--- config.mk ---
export PLATFORM = sky130hd
export DESIGN_NAME = des10_rx
export DESIGN_NICKNAME = d
export VERILOG_FILES = /design/src/rtl/des10_pkg.sv /design/src/rtl/des10_align_fsm.sv /design/src/rtl/des10_rx.sv
export SDC_FILE = /design/constraint.sdc
export NUM_CORES = 1
export LEC_CHECK = 0
export BUFFER_PORTS_ARGS = -buffer_cell sky130_fd_sc_hd__buf_4
export CAP_MARGIN = 20
export CORE_MARGIN = 4
export CORE_UTILIZATION = 30
export CTS_CLUSTER_DIAMETER = 40
export CTS_CLUSTER_SIZE = 25
export DETAILED_ROUTE_END_ITERATION = 6
export GPL_TIMING_DRIVEN = 0
export PLACE_DENSITY = 0.6
export SLEW_MARGIN = 20
export SYNTH_ARGS = -nofsm -noshare
export SYNTH_HDL_FRONTEND = slang
export SYNTH_HIERARCHICAL = 1
export SYNTH_SLANG_ARGS = --single-unit
--- constraint.sdc ---
create_clock -name clk_i -period 1.3 [get_ports clk_i]
set_input_delay 0.065 -clock clk_i [delete_from_list [all_inputs] [get_ports clk_i]]
set_output_delay 0.065 -clock clk_i [all_outputs]
set_load 0.1 [all_outputs]
--- src/rtl/des10_pkg.sv ---
// des10_pkg: shared definitions for the 1:10 fabric deserializer.
// Holds the alignment FSM state type plus the word width and training
// pattern that the OSER10 loopback top also uses to build its transmitter.
package des10_pkg;

  localparam int              DES10_WIDTH     = 10;
  localparam logic [9:0]      DES10_TRAIN_PAT = 10'h2AA;

  typedef enum logic [1:0] {
    HUNT    = 2'd0,
    CONFIRM = 2'd1,
    LOCKED  = 2'd2
  } des10_state_t;

endpackage

--- src/rtl/des10_align_fsm.sv ---
// des10_align_fsm: word-alignment state machine for des10_rx.
// Compares each valid word against the training pattern while train_i=1,
// counts consecutive matches, requests bit-slips while hunting and reports
// lock. Optional mismatch counter when DES10_ERRCNT_EN is defined.
//
// Ports:
//   clk_i      in   bit clock
//   nrst_i     in   synchronous active-low reset
//   word_i     in   WIDTH  word from the deserializer
//   valid_i    in   1      word_i is new this cycle
//   train_i    in   1      sender is transmitting TRAIN_PAT
//   slip_o     out  1      registered slip pulse; the top holds its bit
//                          counter for exactly this cycle
//   locked_o   out  1      alignment achieved (sticky until reset)
//   err_cnt_o  out  8      saturating mismatch count in LOCKED
//                          (only with DES10_ERRCNT_EN)
module des10_align_fsm
  import des10_pkg::*;
#(
  parameter int               WIDTH      = DES10_WIDTH,
  parameter logic [WIDTH-1:0] TRAIN_PAT  = DES10_TRAIN_PAT,
  parameter int               LOCK_COUNT = 4
) (
  input  logic             clk_i,
  input  logic             nrst_i,
  input  logic [WIDTH-1:0] word_i,
  input  logic             valid_i,
  input  logic             train_i,
`ifdef DES10_ERRCNT_EN
  output logic [7:0]       err_cnt_o,
`endif
  output logic             slip_o,
  output logic             locked_o
);

  des10_state_t state_q;
  logic [3:0]   match_cnt_q;
  logic         slip_q;
  logic         locked_q;
  logic         match;
  logic [3:0]   match_cnt_inc;

  assign match         = (word_i == TRAIN_PAT);
  assign match_cnt_inc = match_cnt_q + 4'd1;

`ifdef DES10_ERRCNT_EN
  logic [7:0] err_cnt_q;
  assign err_cnt_o = err_cnt_q;
`endif

  always_ff @(posedge clk_i) begin
    if (!nrst_i) begin
      state_q     <= HUNT;
      match_cnt_q <= 4'd0;
      slip_q      <= 1'b0;
      locked_q    <= 1'b0;
`ifdef DES10_ERRCNT_EN
      err_cnt_q   <= 8'd0;
`endif
    end else begin
      // The slip request is registered off the valid cycle, so it is
      // applied one cycle later and never coincides with a word boundary.
      slip_q <= 1'b0;
      if (valid_i && train_i) begin
        case (state_q)
          HUNT: begin
            if (match) begin
              if (LOCK_COUNT == 1) begin
                state_q  <= LOCKED;
                locked_q <= 1'b1;
              end else begin
                state_q <= CONFIRM;
              end
              match_cnt_q <= 4'd1;
            end else begin
              slip_q <= 1'b1;
            end
          end
          CONFIRM: begin
            if (match) begin
              match_cnt_q <= match_cnt_inc;
              if (match_cnt_inc == 4'(LOCK_COUNT)) begin
                state_q  <= LOCKED;
                locked_q <= 1'b1;
              end
            end else begin
              // Drop back without slipping: the boundary was right at least once.
              state_q     <= HUNT;
              match_cnt_q <= 4'd0;
            end
          end
          LOCKED: begin
`ifdef DES10_ERRCNT_EN
            if (!match && (err_cnt_q != 8'hFF)) begin
              err_cnt_q <= err_cnt_q + 8'd1;
            end
`endif
          end
          default: begin
            state_q     <= HUNT;
            match_cnt_q <= 4'd0;
          end
        endcase
      end
    end
  end

  assign slip_o   = slip_q;
  assign locked_o = locked_q;

endmodule

--- src/rtl/des10_rx.sv ---
// des10_rx: fabric-level 1:10 deserializer with training-pattern alignment.
// Samples d_i on every rising clk_i edge, assembles WIDTH-bit words (first
// bit received in bit 0) and bit-slips the word boundary until TRAIN_PAT is
// seen LOCK_COUNT times in a row.
// Optional feature macro: DES10_ERRCNT_EN adds err_cnt_o.
//
// Ports:
//   clk_i      in   1      fast bit clock (only clock)
//   nrst_i     in   1      synchronous active-low reset
//   d_i        in   1      serial data
//   train_i    in   1      1 = sender transmits TRAIN_PAT, alignment active
//   word_o     out  WIDTH  assembled word, bit 0 oldest
//   valid_o    out  1      one-cycle strobe for a new word_o
//   locked_o   out  1      alignment achieved
//   slip_o     out  1      one-cycle pulse on each bit-slip
//   err_cnt_o  out  8      mismatches seen while locked (DES10_ERRCNT_EN)
module des10_rx
  import des10_pkg::*;
#(
  parameter int               WIDTH      = DES10_WIDTH,
  parameter logic [WIDTH-1:0] TRAIN_PAT  = DES10_TRAIN_PAT,
  parameter int               LOCK_COUNT = 4
) (
  input  logic             clk_i,
  input  logic             nrst_i,
  input  logic             d_i,
  input  logic             train_i,
  output logic [WIDTH-1:0] word_o,
  output logic             valid_o,
  output logic             locked_o,
`ifdef DES10_ERRCNT_EN
  output logic [7:0]       err_cnt_o,
`endif
  output logic             slip_o
);

  localparam int             CNT_W = $clog2(WIDTH);
  localparam logic [CNT_W-1:0] LAST = CNT_W'(WIDTH - 1);

  // Only the newest WIDTH-1 bits need storing; the current d_i completes a word.
  logic [WIDTH-1:1] sr_q;
  logic [WIDTH-1:0] sr_d;
  logic [CNT_W-1:0] bit_cnt_q;
  logic [CNT_W-1:0] bit_cnt_d;
  logic [WIDTH-1:0] word_q;
  logic             valid_q;
  logic             slip;

  assign sr_d = {d_i, sr_q};

  always_comb begin
    bit_cnt_d = bit_cnt_q;
    if (bit_cnt_q == LAST) begin
      bit_cnt_d = '0;
    end else if (!slip) begin
      // A slip holds the count one cycle, pushing the boundary one bit later.
      bit_cnt_d = bit_cnt_q + 1'b1;
    end
  end

  always_ff @(posedge clk_i) begin
    if (!nrst_i) begin
      sr_q      <= '0;
      bit_cnt_q <= '0;
      word_q    <= '0;
      valid_q   <= 1'b0;
    end else begin
      sr_q      <= sr_d[WIDTH-1:1];
      bit_cnt_q <= bit_cnt_d;
      valid_q   <= (bit_cnt_q == LAST);
      if (bit_cnt_q == LAST) begin
        word_q <= sr_d;
      end
    end
  end

  des10_align_fsm #(
    .WIDTH      (WIDTH),
    .TRAIN_PAT  (TRAIN_PAT),
    .LOCK_COUNT (LOCK_COUNT)
  ) u_align (
    .clk_i     (clk_i),
    .nrst_i    (nrst_i),
    .word_i    (word_q),
    .valid_i   (valid_q),
    .train_i   (train_i),
`ifdef DES10_ERRCNT_EN
    .err_cnt_o (err_cnt_o),
`endif
    .slip_o    (slip),
    .locked_o  (locked_o)
  );

  assign word_o  = word_q;
  assign valid_o = valid_q;
  assign slip_o  = slip;

endmodule
==> impl_metrics.tcl <==
set metrics [dict create \
    async_flop_share_pct 0 \
    startpoint_type "flop" \
    finalSetupViolCount 0 \
    dr_wl_met2_mm 1.104 \
    clk_path_buf_depth 2 \
    regToRegSetupSlack_ps 70 \
    track_usage_pct 10.70 \
    htreeDepth 2 \
    syn_nets 123 \
    antenna_found_initial 0 \
    clk_latency_ps 290 \
    p_int_mw 1.383 \
    switching_power_mw 0.4267 \
    post_drt_wl_per_cell_um 12.51 \
    worst_pin_slew_ps 327.1 \
    slew_viol_final 0 \
    via_per_inst 4.825 \
    finalHoldViolCount 0 \
    ys_warn_count 6 \
    yosysMostFrequentCell "dfxtp_1" \
    post_synth.cell_area_avg_um2 10.70 \
    highest_layer "met4" \
    path_max_fanout 3 \
    p_leak_nw 0.7428 \
    path_class "flop to flop" \
    rr_endpoint "u_align/match_cnt_q[3]" \
    status "complete, no violations" \
    min_path_cells 3 \
    drt_iter0_markers 23 \
    synth_area_leaders "dfxtp_1, a22o_1, and2_1, ha_1, nand2_1" \
    rsz0062_at_grt "true" \
    num_io_pins 17 \
    drive_gt1_share_pct 40.28 \
    worstHoldEndpoint "u_align/locked_o" \
    layout.nets 151 \
    synth_top_area_share_pct 52.09 \
    grt_pass1_vias 925 \
    fmax_mhz 814.7 \
    worstHoldPathType "primary input to flop" \
    synth_cell_types 36 \
    peakVddDrop_v 0.0006236 \
    relSlewSlack_pct 78.19 \
    setup_tns_ps 0 \
    r2r-start "word_o[6]" \
    grt_max_degree 13 \
    portBuffers 16 \
    yosysTopAreaCell "dfxtp_1" \
    finalClockSkew_ps 8.634 \
    synth_area_mm2 0.001230 \
    first_pass_iters 4 \
    die_width_um 72.03 \
    end_kind "flop" \
    overflow 0 \
    power.density_mw_per_mm2 1126 \
    core.rowCount 23 \
    synth-edff-count 0 \
    synth_common_cells "dfxtp_1, a22o_1, and2_1" \
    grt_pass1_wl_mm 4.174 \
    num_vias 936 \
    die_h_um 72.03 \
    coreArea_mm2 0.003971 \
    totalPowerFinal_mw 1.810 \
    pwr-share-seq_pct 54.2 \
    clkSinkCount 32 \
    met3WireLength_um 181 \
    dieArea_mm2 0.005188 \
    ant_nets 0 \
    switching_share_pct 23.58 \
    ys_ff_latch 32 \
    antennaDiodeCount 0 \
    drv_cap 0 \
    yosysSeqAreaShare_pct 52.09 \
    min_from "nrst_i" \
    post-route-drc-count 0 \
    reg2reg_depth 4 \
    timing.final.crit_share_pct 94.42 \
    clock_tree.root_cell "clkbuf_8" \
    m1WireLength_mm 1.058 \
    critPathRequiredTime_ps 1490 \
    wirelength_mm 2.427 \
    ys.flop_type "dfxtp_1" \
    gp_congestion 0.8038 \
    netlist_instances 115 \
    clk_pin_slew_ps 70 \
    area_growth_pct 30.72 \
    cts_buffers 5 \
    min_period_ps 1228 \
    combPwrFrac_pct 3.7 \
    arrival_ps 1410 \
    cts_tree "done" \
    clkPwrFrac_pct 42.0 \
    fin_hold_ws_ps 59.82 \
    hpwl_mm 1.730 \
    initial_core_util_pct 30.97 \
]
## metal layers
metal / vias to the layer above / track usage, %
met2: 30 / 16.02
met3: 14 / 5.263
met4: 0 / 7.516
li1: 457 / -
met1: 435 / 11.82
met5: - / 0
## state kept, by name, summed over array words and instances (netlist names)
name,cells
word_o,10
sr_q,9
bit_cnt_q,4
u_align/match_cnt_q,4
u_align/state_q,2
u_align/locked_o,1
u_align/slip_o,1
valid_o,1
## cell families after synthesis
family          share of synthesized area (%)
compound gates                          13.22
xor+xnor                                2.849
fa+ha+maj                               4.069
simple gates                            25.23
flops                                   52.09
buf+inv                                 2.542
## layout make-up
class	count	area, µm²
repair buffers	22	167.7
well taps	50	62.56
clock buffers	5	68.82
fillers	401	2364
inverters	3	11.26
clock inverters	3	23.77
plain buffers	2	11.26
flip-flops and latches	32	688.2
multi-input cells	77	574.3
## power groups by stage
stage | combinational [mW] | sequential [mW] | clock [mW]
2_1_floorplan | 0.0414 | 1.00 | 0
3_3_place_gp | 0.0610 | 1.00 | 0
3_5_place_dp | 0.0629 | 1.00 | 0
4_1_cts | 0.0671 | 0.982 | 0.800
5_1_grt | 0.0770 | 0.982 | 0.851
6_report | 0.0677 | 0.981 | 0.761
## repair_timing
action                                  CTS  global route
endpoints found under the setup margin   13            16
pin swaps                                 2             7
resized for setup                         4             8
hold endpoints to repair                  2             0
hold buffers                              1             0
setup buffers                             1             4
## layout by cell type (no fill, tap or decap), types with 3 or more instances in the layout
cell type / n
dfxtp_4: 11
buf_4: 21
nand3_1: 3
dfxtp_2: 5
clkbuf_8: 5
xor2_1: 3
inv_1: 3
and2_1: 10
nand2_1: 9
a22o_1: 10
dfxtp_1: 16
ha_1: 3
nor2_1: 6
## stage by stage
stage | setup WS, ps | util (%) | instance area (µm²) | instances
2_1_floorplan | -45.13 | - | 1272 | 115
3_3_place_gp | -9.656 | 36.64 | 1455 | 181
3_5_place_dp | -35.10 | 36.64 | 1455 | 181
4_1_cts | 17.97 | 39.57 | 1572 | 191
5_1_grt | -6.596 | 40.49 | 1608 | 194
6_report | 72.49 | 40.49 | 1608 | 194
## worst max path at each step
stage,startpoint,endpoint,slack [ps],depth (start not counted)
6_report,word_o[6],u_align/match_cnt_q[3],70,4
5_1_grt,word_o[2],u_align/match_cnt_q[0],-7,5
4_1_cts,bit_cnt_q[1],word_o[2],20,6
3_5_place_dp,bit_cnt_q[0],word_o[2],-40,5
3_3_place_gp,bit_cnt_q[0],word_o[2],-10,5
2_1_floorplan,word_o[7],u_align/match_cnt_q[2],-50,4
## worst max-delay path: stages, from the launching register on
cell and delay [ps]:
dfxtp_4 340, and4bb_2 320, nand4_1 120, and3_4 200, a21o_1 140
Power figures use the tool's default switching activity.
